File: src/rtl/brew_pkg.sv
// rtl/brew_pkg.sv - shared state codes, default parameters and sizing helpers for brew_ctrl
package brew_pkg;

  localparam logic [2:0] ST_OFF   = 3'd0;
  localparam logic [2:0] ST_HEAT  = 3'd1;
  localparam logic [2:0] ST_IDLE  = 3'd2;
  localparam logic [2:0] ST_BREW  = 3'd3;
  localparam logic [2:0] ST_DONE  = 3'd4;
  localparam logic [2:0] ST_FAULT = 3'd5;

  localparam int DEF_N_DRINKS   = 4;
  localparam int DEF_HEAT_TICKS = 16;
  localparam int DEF_BREW_BASE  = 32;
  localparam int DEF_CNT_W      = 8;

  function automatic int clog2(input int value);
    int result;
    result = 0;
    for (int v = value - 1; v > 0; v = v >> 1) begin
      result = result + 1;
    end
    return result;
  endfunction

  function automatic int max2(input int a, input int b);
    return (a > b) ? a : b;
  endfunction

endpackage

File: src/rtl/brew_timer.sv
// rtl/brew_timer.sv - loadable down-counter shared by the HEAT and BREW phases
module brew_timer #(
  parameter int TMR_W = 8
) (
  input  logic             clock,
  input  logic             reset,
  input  logic             load_i,
  input  logic [TMR_W-1:0] value_i,
  input  logic             en_i,
  output logic             zero_o
);

  logic [TMR_W-1:0] count_q;
  logic [TMR_W-1:0] count_d;

  // Holds at zero so a stalled phase never wraps into a long count.
  always_comb begin
    count_d = count_q;
    if (load_i) begin
      count_d = value_i;
    end else if (en_i && (count_q != '0)) begin
      count_d = count_q - 1'b1;
    end
  end

  always_ff @(posedge clock or negedge reset) begin
    if (!reset) begin
      count_q <= '0;
    end else begin
      count_q <= count_d;
    end
  end

  assign zero_o = (count_q == '0);

endmodule

File: src/rtl/brew_ctrl.sv
// rtl/brew_ctrl.sv - beverage controller: power-up heat, N drinks, water fault, cup counter
module brew_ctrl
  import brew_pkg::*;
#(
  parameter  int N_DRINKS   = DEF_N_DRINKS,
  parameter  int HEAT_TICKS = DEF_HEAT_TICKS,
  parameter  int BREW_BASE  = DEF_BREW_BASE,
  parameter  int CNT_W      = DEF_CNT_W,
  localparam int SEL_W      = clog2(N_DRINKS),
  localparam int TMR_W      = clog2(max2(HEAT_TICKS, BREW_BASE * N_DRINKS))
) (
  input  logic             clock,
  input  logic             reset,
  input  logic             on,
  input  logic             start,
  input  logic [SEL_W-1:0] sel,
  input  logic             water_ok,
  output logic [2:0]       state_reg,
  output logic             heater,
  output logic             ready,
  output logic             led,
  output logic             done,
  output logic             fault,
  output logic [CNT_W-1:0] cups
);

  localparam logic [SEL_W-1:0] SEL_MAX = SEL_W'(N_DRINKS - 1);

  logic [2:0]       state_q, state_d;
  logic [SEL_W-1:0] drink_q, drink_d;
  logic [CNT_W-1:0] cups_q, cups_d;
  logic [SEL_W-1:0] sel_clamped;
  logic             tmr_load, tmr_en, tmr_zero;
  logic [TMR_W-1:0] tmr_value;

  function automatic logic [TMR_W-1:0] brew_last(input logic [SEL_W-1:0] s);
    return TMR_W'(BREW_BASE * (int'(s) + 1) - 1);
  endfunction

  assign sel_clamped = (int'(sel) >= N_DRINKS) ? SEL_MAX : sel;

  brew_timer #(
    .TMR_W (TMR_W)
  ) u_timer (
    .clock   (clock),
    .reset   (reset),
    .load_i  (tmr_load),
    .value_i (tmr_value),
    .en_i    (tmr_en),
    .zero_o  (tmr_zero)
  );

  always_comb begin
    state_d   = state_q;
    drink_d   = drink_q;
    cups_d    = cups_q;
    tmr_load  = 1'b0;
    tmr_value = '0;
    tmr_en    = 1'b0;
    case (state_q)
      ST_OFF: begin
        if (on) begin
          state_d   = ST_HEAT;
          tmr_load  = 1'b1;
          tmr_value = TMR_W'(HEAT_TICKS - 1);
        end
      end
      ST_HEAT: begin
        tmr_en = 1'b1;
        if (tmr_zero) begin
          state_d = ST_IDLE;
        end
      end
      ST_IDLE: begin
        if (start) begin
          if (water_ok) begin
            state_d   = ST_BREW;
            drink_d   = sel_clamped;
            tmr_load  = 1'b1;
            tmr_value = brew_last(drink_d);
          end else begin
            state_d = ST_FAULT;
          end
        end
      end
      ST_BREW: begin
        tmr_en = 1'b1;
        // A dry tank wins over a finishing timer: that cup is not counted.
        if (!water_ok) begin
          state_d = ST_FAULT;
        end else if (tmr_zero) begin
          state_d = ST_DONE;
          if (cups_q != '1) begin
            cups_d = cups_q + 1'b1;
          end
        end
      end
      ST_DONE:  state_d = ST_IDLE;
      ST_FAULT: state_d = ST_FAULT;
      default:  state_d = ST_OFF;
    endcase
    // Power switch overrides everything, including a cup about to complete.
    if (!on) begin
      state_d  = ST_OFF;
      drink_d  = drink_q;
      cups_d   = cups_q;
      tmr_load = 1'b0;
    end
  end

  always_ff @(posedge clock or negedge reset) begin
    if (!reset) begin
      state_q <= ST_OFF;
      drink_q <= '0;
      cups_q  <= '0;
    end else begin
      state_q <= state_d;
      drink_q <= drink_d;
      cups_q  <= cups_d;
    end
  end

  assign state_reg = state_q;
  assign heater    = (state_q == ST_HEAT) || (state_q == ST_BREW);
  assign ready     = (state_q == ST_IDLE);
  assign led       = (state_q == ST_BREW);
  assign done      = (state_q == ST_DONE);
  assign fault     = (state_q == ST_FAULT);
  assign cups      = cups_q;

endmodule

File: config.mk
export PLATFORM = sky130hd
export DESIGN_NAME = brew_ctrl
export DESIGN_NICKNAME = d
export VERILOG_FILES = /design/src/rtl/brew_pkg.sv /design/src/rtl/brew_timer.sv /design/src/rtl/brew_ctrl.sv
export SDC_FILE = /design/constraint.sdc
export NUM_CORES = 1
export LEC_CHECK = 0
export BUFFER_PORTS_ARGS = -buffer_cell sky130_fd_sc_hd__buf_4
export CAP_MARGIN = 5
export CORE_MARGIN = 5
export CORE_UTILIZATION = 54
export DETAILED_ROUTE_END_ITERATION = 16
export GPL_TIMING_DRIVEN = 0
export PLACE_DENSITY = 0.78
export SKIP_LAST_GASP = 1
export SLEW_MARGIN = 40
export SYNTH_ARGS = -nofsm -noshare
export SYNTH_HDL_FRONTEND = slang
export SYNTH_HIERARCHICAL = 1
export SYNTH_SLANG_ARGS = --single-unit
File: constraint.sdc
create_clock -name clock -period 2.94 [get_ports clock]
set_clock_uncertainty 0.05 [all_clocks]
set_input_delay 0.735 -clock clock [delete_from_list [all_inputs] [get_ports clock]]
set_output_delay 0.735 -clock clock [all_outputs]
set_load 0.01 [all_outputs]
==> flow_metrics.tcl, run 1 <==
set metrics [dict create \
    cp_max_fo 7 \
    setup_viol 0 \
    die_width_microns 56.45 \
    finalNonFillerCells 178 \
    dieArea_sq_um 3186 \
    die_height_microns 56.45 \
    post_cts_buffers 0 \
    track_usage 0.1702 \
    final_area_sq_um 1400 \
    routed_wl_microns 2534 \
    antenna_found_initial 0 \
    routedWlPerCell_microns 14.24 \
    n_fill_cell 158 \
    cts_inserted_buffers 3 \
    final_cell_mix "22 x buf_4, 18 x dfrtp_1, 11 x nor2_1, 8 x nand2_1, 8 x a21oi_1" \
    p_clk_frac 0.184 \
    gp_congestion 0.8242 \
    netlist_instances 125 \
    synth_xor_area_frac 0.03008 \
    status "finished clean" \
    viasPerCell 5.916 \
    period_share 0.9147 \
    synth_area_sq_um 1165 \
    finalHoldViolations 0 \
    port-buffer-count 22 \
    finalCriticalPeriod_ns 2.689 \
    vias 1053 \
    synth_seq_cells 18 \
    synth_top_cell_by_area "dfrtp_1" \
    ys_seq_area_frac 0.3867 \
    core_sq_um 2002 \
    clock_tree.buffer_depth 2 \
    final_common_cell "buf_4" \
    synthTopCellsByArea "dfrtp_1 39%, nor2_1 3.5%, a21oi_1 3.4%" \
    rsz0062_at_grt "no" \
    drc 0 \
    overflow 0 \
    synth_compound_area_frac 0.2116 \
    synth_top_family_by_area "simple AND/OR/NAND/NOR gates" \
    switching_share 0.3715 \
    synthAdderAreaFrac 0.02148 \
    internal_power_uw 499.0 \
    ir_worst_vdd_uv 506.0 \
    total_power_uw 793.9 \
    relSlewSlack 0.5961 \
    largest_reg_flops 8 \
    final_max_slew_viol_count 0 \
    fmax_mhz 371.9 \
    critPathArrivalTime_ns 2.82 \
    synthSimpleGateAreaFrac 0.2943 \
    cp-end-kind "register" \
    ys_warn_count 6 \
    synthMuxAreaShare 0.01933 \
    drt_iter0_markers 37 \
    multi_input_area_sq_um 671.9 \
    p_leak_nw 0.6274 \
    n_antenna_cell 0 \
    final_antenna_net_count 0 \
    async_reset_ff_frac 1.000 \
    start_util 0.5819 \
    synth_ff_type "dfrtp_1" \
    grt_pass1_wl_microns 4450 \
    worst_pin_slew_ns 0.6013 \
    critPathRequiredTime_ns 3.07 \
    p_comb_frac 0.379 \
    power-per-cell-area_nw_per_um2 567.1 \
    ys_types 50 \
    syn_nets 134 \
    worst_setup_path_start_kind "register" \
    holdWs_ns 0.2457 \
    drt_pass1_iterations 4 \
    final_util 0.6994 \
    cts_tree "yes" \
    nNetsFinal 161 \
    cts_resized 0 \
    ios 23 \
    seqCellArea_sq_um 450.4 \
    tns_ns 0 \
    htree_levels 1 \
    dp_hpwl_microns 1946 \
    ctsHoldBuffers 0 \
    path_clk_slew_ns 0.10 \
    hold_class "primary input to async pin" \
    drv_cap 0 \
    synthDominantCellAreaShare 0.3867 \
    synth_edf_count 0 \
    areaGrowthSynthToFinish_pct 20.19 \
    criticalPathCategory "register to register" \
    syn_avg_cell_area_sq_um 9.319 \
    clock_sinks 18 \
    fin_ws_ns 0.2508 \
    final_layout_size_suffix_gt1_frac 0.2384 \
    p_switching_uw 295.0 \
    grt_pass1_vias 993 \
    dp_slack_ns 0.3099 \
    dp.cells 174 \
    grt_max_degree 19 \
    root_buffer "clkbuf_4" \
    rows 16 \
    clock_latency_ns 0.29 \
    p_seq_frac 0.437 \
    dpl-instance-area_sq_um 1364 \
]
[final timing paths]
path                                                startpoint                        endpoint  slack (ns)  cells after the start
worst max register to register  u_timer/count_q[1]$_DFFE_PN0P_             cups[1]$_DFFE_PN0P_        0.25                      7
min in group clock                         cups[6]$_DFFE_PN0P_             cups[6]$_DFFE_PN0P_        0.47                      1
max in group asynchronous                                reset  u_timer/count_q[2]$_DFFE_PN0P_        2.40                      1
worst max-delay path            u_timer/count_q[1]$_DFFE_PN0P_             cups[1]$_DFFE_PN0P_        0.25                      7
worst min-delay path                                     reset  u_timer/count_q[5]$_DFFE_PN0P_        0.25                      1
worst min register to register             cups[6]$_DFFE_PN0P_             cups[6]$_DFFE_PN0P_        0.47                      1
[cells in the mapped netlist (2+ instances only)]
cell type,n
a22oi_1,2
o21ai_0,4
a21oi_1,8
xnor2_1,3
nand3_1,3
ha_1,2
o31ai_1,2
nand2b_1,2
nor2_1,11
nor3_1,4
a31oi_1,3
nor2b_1,6
a41oi_1,2
nor4_1,2
nand2_1,8
a311o_1,2
inv_1,6
and2_1,4
dfrtp_1,18
nand4_1,3
[routing by layer]
metal  vias up  routed length [microns]  GRT usage
li1        518                        -          -
met1       495                     1195     0.2340
met2        38                     1158     0.2607
met3         2                      170    0.05046
met4         0                       10    0.04068
met5         -                        0          0
[area by class of cell]
type,count,area share
Buffer,3,0.01430
Multi-Input combinational cell,98,0.4799
Clock buffer,4,0.02592
Sequential cell,18,0.3217
Inverter,6,0.01609
Timing Repair Buffer,22,0.1180
Tap cell,27,0.02413
[critical path, stage by stage (launching register included)]
cell	delay [ns]
dfrtp_1	0.43
inv_1	0.11
ha_1	0.28
or3b_2	0.51
nor2_1	0.35
nand4_4	0.18
a211oi_2	0.31
mux2_1	0.36
[power by group through the flow]
stage	Sequential [mW]	Clock, mW	Combinational, mW
final	0.347	0.146	0.301
after global routing	0.356	0.163	0.333
after CTS	0.344	0.151	0.297
after detailed placement	0.349	0	0.295
after global placement	0.345	0	0.285
after floorplan	0.337	0	0.220
[kinds of logic after synthesis]
| logic type | count (synthesis) |
|---|---|
| and+or+nand+nor | 56 |
| AOI/OAI and AO/OA | 34 |
| buffers and inverters | 9 |
| xor gates and xnor gates | 4 |
| adders and majority gates | 2 |
| muxes | 2 |
| DFF | 18 |
(Power assumes the default switching activity.)
==> inputs of run 2 (changes only) <==
Settings changed: CORE_UTILIZATION 54 to 53, SYNTH_HIERARCHICAL 1 to unset.
==> flow_metrics.tcl, run 2 <==
set metrics [dict create \
    largest_reg_flops 8 \
    internal_power_uw 372.3 \
    synthMuxAreaShare 0.03034 \
    synth.most_common_cell "dfrtp_1" \
    n_antenna_cell 0 \
    cp-end-kind "output pin" \
    start_util 0.5619 \
    dp_hpwl_microns 1952 \
    n_fill_cell 173 \
    status "finished clean" \
    final_layout_size_suffix_gt1_frac 0.2518 \
    finalCriticalPeriod_ns 2.166 \
    critPathArrivalTime_ns 1.38 \
    synth_xor_area_frac 0.04719 \
    multi_input_area_sq_um 626.9 \
    synthDominantCellAreaShare 0.4045 \
    netlist_instances 113 \
    cp_max_fo 9 \
    fmax_mhz 461.6 \
    synthTopCellsByArea "dfrtp_1 40%, xor2_1 3.9%, nor4_4 3.8%" \
    grt_pass1_vias 981 \
    final_common_cell "buf_4" \
    final_antenna_net_count 0 \
    rsz0062_at_grt "no" \
    cp_cell_sequence "buf_2, nand2b_1, nor2_1, buf_4" \
    antenna_found_initial 0 \
    ys_types 38 \
    synthAdderAreaFrac 0.03371 \
    dieArea_sq_um 3118 \
    port-buffer-count 22 \
    seqCellArea_sq_um 450.4 \
    worst_pin_slew_ns 0.7449 \
    final_area_sq_um 1349 \
    drt_iter0_markers 17 \
    gp_congestion 0.8190 \
    synthTopCellsByCount "18 x dfrtp_1, 9 x nor2_1, 7 x inv_1" \
    routedWlPerCell_microns 15.19 \
    cts_inserted_buffers 3 \
    areaGrowthSynthToFinish_pct 21.12 \
    ys_warn_count 0 \
    synth_top_family_by_area "simple AND/OR/NAND/NOR gates" \
    root_buffer "clkbuf_4" \
    vias 970 \
    final_cell_mix "22 x buf_4, 18 x dfrtp_1, 9 x nor2_1, 7 x inv_1" \
    track_usage 0.1770 \
    p_leak_nw 0.6435 \
    ctsHoldBuffers 0 \
    power-per-cell-area_nw_per_um2 392.8 \
    worst_setup_path_start_kind "register" \
    routed_wl_microns 2522 \
    drv_cap 0 \
    final_max_slew_viol_count 0 \
    hold_class "primary input to async pin" \
    period_share 0.7369 \
    reg2reg_to "cups[6]$_DFFE_PN0P_" \
    synth_area_sq_um 1114 \
    ir_worst_vdd_uv 312.5 \
    syn_avg_cell_area_sq_um 9.855 \
    core_sq_um 1982 \
    ios 23 \
    grt_pass1_wl_microns 4450 \
    rows 16 \
    setup_viol 0 \
    tns_ns 0 \
    clock_sinks 18 \
    reg2regPathDepth 6 \
    ys_seq_area_frac 0.4045 \
    htree_levels 1 \
    path_clk_slew_ns 0.11 \
    p_seq_frac 0.536 \
    relSlewSlack 0.5004 \
    clock_latency_ns 0.30 \
    synth_compound_area_frac 0.1798 \
    die_width_microns 55.84 \
    post_cts_buffers 0 \
    dpl-instance-area_sq_um 1313 \
    clock_tree.buffer_depth 2 \
    nNetsFinal 150 \
    synth_top_cell_by_area "dfrtp_1" \
    p_clk_frac 0.299 \
    critPathRequiredTime_ns 2.15 \
    overflow 0 \
    syn_nets 123 \
    synth_ff_type "dfrtp_1" \
    cts_resized 0 \
    switching_share 0.2974 \
    grt_max_degree 19 \
    viasPerCell 5.843 \
    p_comb_frac 0.165 \
    drc 0 \
    synth_edf_count 0 \
    async_reset_ff_frac 1.000 \
    drt_pass1_iterations 4 \
    slowest_delay_ns 0.39 \
    p_switching_uw 157.6 \
    timing.reg2reg.setup_slack_ns 1.02 \
    finalHoldViolations 0 \
    cts_tree "yes" \
    synthSimpleGateAreaFrac 0.2719 \
    synth_seq_cells 18 \
    criticalPathCategory "register to output pin" \
    r2r_start "u_timer.count_q[0]$_DFFE_PN0P_" \
    die_height_microns 55.84 \
    slowest_stage "dfrtp_1" \
]
==> run 2: per-stage QoR <==
step           worst slack (ns)    util  total power, mW  instances  hold WS, ns
6_report                 0.7735  0.6806           0.5298        166       0.2233
4_1_cts                  0.7786  0.6806           0.5342        166       0.2328
3_5_place_dp             0.8339  0.6622           0.3770        162       0.4551
3_3_place_gp             0.8507  0.6622           0.3713        162       0.4510
5_1_grt                  0.6881  0.6806           0.5652        166       0.2240
2_1_floorplan             1.062       -           0.3410        113       0.3894
==> run 2: how the worst max path moves through the flow <==
stage,start,to,cells after the start
6_report,state_reg[1]$_DFFE_PN0P_,done,4
5_1_grt,state_reg[0]$_DFFE_PN0P_,heater,4
4_1_cts,state_reg[1]$_DFFE_PN0P_,done,4
3_5_place_dp,water_ok,cups[6]$_DFFE_PN0P_,5
3_3_place_gp,on,cups[6]$_DFFE_PN0P_,5
2_1_floorplan,on,cups[6]$_DFFE_PN0P_,4
==> run 2: layer usage <==
layer	track usage	vias up	wire [microns]
met1	0.2219	471	1070
li1	-	473	-
met4	0.07458	0	40
met2	0.3024	21	1309
met3	0.02552	5	101
met5	0	-	0
==> run 2: area by class of cell <==
class	count	share of cell area
Timing Repair Buffer	22	0.1224
Buffer	2	0.007421
Inverter	7	0.01948
Multi-Input combinational cell	86	0.4648
Clock buffer	4	0.02690
Tap cell	27	0.02505
Sequential cell	18	0.3340
==> run 2: cells by family after synthesis <==
kind of cell             after synthesis
AO/OA/AOI/OAI                         29
XOR/XNOR                               6
multiplexers                           3
buffers and inverters                  9
flip-flops                            18
adder cells (fa/ha/maj)                3
AND/OR/NAND/NOR                       45
==> run 2: power groups by stage <==
| stage | sequential (mW) | clock [mW] | combinational [mW] |
|---|---|---|---|
| 2_1_floorplan | 0.284 | 0 | 0.0571 |
| 3_3_place_gp | 0.287 | 0 | 0.0838 |
| 3_5_place_dp | 0.289 | 0 | 0.0880 |
| 4_1_cts | 0.284 | 0.162 | 0.0884 |
| 5_1_grt | 0.287 | 0.178 | 0.100 |
| 6_report | 0.284 | 0.158 | 0.0875 |
==> run 2: critical path: cells and delay by family, from the launching register on <==
family | cells | cell delay, ns
buffers and inverters | 2 | 0.32
flip-flops | 1 | 0.39
AND/OR/NAND/NOR | 2 | 0.36
==> inputs of run 3 (changes only) <==
Settings changed: CORE_UTILIZATION 53 to 48, PLACE_DENSITY 0.78 to 0.74.
Clock period 2.94 ns to 1.9 ns, I/O delays scaled along.
==> flow_metrics.tcl, run 3 (same netlist as run 2, synthesis figures left out) <==
set metrics [dict create \
    criticalPathCategory "register to output pin" \
    n_antenna_cell 0 \
    final_util 0.6250 \
    areaGrowthSynthToFinish_pct 24.16 \
    routedWlPerCell_microns 14.54 \
    internal_power_uw 539.4 \
    final_layout_size_suffix_gt1_frac 0.2817 \
    power-per-cell-area_nw_per_um2 555.1 \
    dp_hpwl_microns 1802 \
    grt_pass1_wl_microns 4133 \
    core_sq_um 2212 \
    drt_pass1_iterations 4 \
    largest_reg_flops 8 \
    final_area_sq_um 1383 \
    slowest_delay_ns 0.39 \
    grt_pass1_vias 912 \
    fmax_mhz 539.8 \
    seqCellArea_sq_um 450.4 \
    die_height_microns 58.17 \
    p_seq_frac 0.570 \
    final_cell_mix "25 x buf_4, 18 x dfrtp_1, 8 x nor2_1, 7 x inv_1" \
    antenna_found_initial 0 \
    path_clk_slew_ns 0.10 \
    grt_max_degree 19 \
    clock_tree.buffer_depth 2 \
    switching_share 0.2972 \
    hold_class "primary input to register" \
    cp_cell_sequence "buf_2, nand2b_1, nor2_2, buf_4" \
    dieArea_sq_um 3383 \
    slowest_stage "dfrtp_1" \
    gp_congestion 0.7994 \
    critPathRequiredTime_ns 1.37 \
    tns_ns 0 \
    rsz0062_at_grt "yes" \
    ios 23 \
    port-buffer-count 22 \
    final_max_slew_viol_count 0 \
    overflow 0 \
    status "finished clean" \
    die_width_microns 58.17 \
    cts_inserted_buffers 3 \
    htree_levels 1 \
    critPathArrivalTime_ns 1.33 \
    vias 964 \
    drv_cap 0 \
    final_antenna_net_count 0 \
    relSlewSlack 0.5159 \
    routed_wl_microns 2471 \
    track_usage 0.1577 \
    p_switching_uw 228.1 \
    final_common_cell "buf_4" \
    start_util 0.5034 \
    clock_latency_ns 0.29 \
    p_clk_frac 0.243 \
    drc 0 \
    n_fill_cell 195 \
    p_leak_nw 0.6547 \
    ir_worst_vdd_uv 458.4 \
    multi_input_area_sq_um 638.1 \
    drt_iter0_markers 23 \
    worst_pin_slew_ns 0.7218 \
    viasPerCell 5.671 \
    worst_setup_path_start_kind "register" \
    finalCriticalPeriod_ns 1.853 \
    root_buffer "clkbuf_4" \
    p_comb_frac 0.187 \
    cp-end-kind "output pin" \
    rows 17 \
    setup_viol 0 \
    nNetsFinal 154 \
    cts_tree "yes" \
    period_share 0.9751 \
    clock_sinks 18 \
    dpl-instance-area_sq_um 1314 \
    cp_max_fo 9 \
    finalHoldViolations 0 \
]
[run 3: stage by stage]
step	cells	power, mW	hold slack [ns]	worst slack, ns
6_report	170	0.7674	0.3935	0.04732
5_1_grt	170	0.8204	0.3844	-0.06907
4_1_cts	167	0.7703	0.3853	0.008347
3_5_place_dp	163	0.5801	0.3090	-0.04528
3_3_place_gp	163	0.5745	0.3096	0.01200
2_1_floorplan	113	0.5276	0.1294	0.1348
[run 3: worst max-delay path: cells and delay by family, from the launching register on]
family	cells	cell delay, ns
buf+inv	2	0.31
flops	1	0.39
simple gates	2	0.35
[run 3: path summary, 6_finish.rpt]
path	startpoint	depth (start not counted)	to	slack [ns]
setup / recovery	state_reg[1]$_DFFE_PN0P_	4	done	0.05
setup reg to reg	u_timer.count_q[0]$_DFFE_PN0P_	7	cups[7]$_DFFE_PN0P_	0.09
min in group asynchronous	reset	2	state_reg[1]$_DFFE_PN0P_	0.53
max in group asynchronous	reset	2	cups[1]$_DFFE_PN0P_	1.07
hold / removal	on	2	state_reg[1]$_DFFE_PN0P_	0.39
hold reg to reg	cups[2]$_DFFE_PN0P_	1	cups[2]$_DFFE_PN0P_	0.47
[run 3: cell type report]
class / count / area share
buffer: 2 / 0.009050
clock buffer: 3 / 0.01629
tap: 28 / 0.02534
inverter: 7 / 0.01900
timing repair buffer: 26 / 0.1430
multi-input combinational: 86 / 0.4615
sequential: 18 / 0.3258
[run 3: power groups by stage]
stage	logic (mW)	clock network (mW)	registers [mW]
after floorplan	0.0884	0	0.439
after global placement	0.130	0	0.445
after detailed placement	0.135	0	0.445
after CTS	0.140	0.193	0.437
after global routing	0.165	0.213	0.443
final	0.144	0.187	0.437
[run 3: layer usage]
metal / part of all wire / vias to the layer above / track usage
li1: - / 479 / -
met2: 0.51 / 14 / 0.2710
met4: 0.0085 / 0 / 0.03974
met5: 0 / - / 0
met1: 0.44 / 469 / 0.1923
met3: 0.042 / 2 / 0.04677
[run 3: repair_timing]
item                       CTS  global route
hold endpoints to repair    18             0
setup endpoints to repair    2             5
pin swaps                    1             2
hold buffers                 1             0
buffers inserted             0             3
resized for setup            1             4
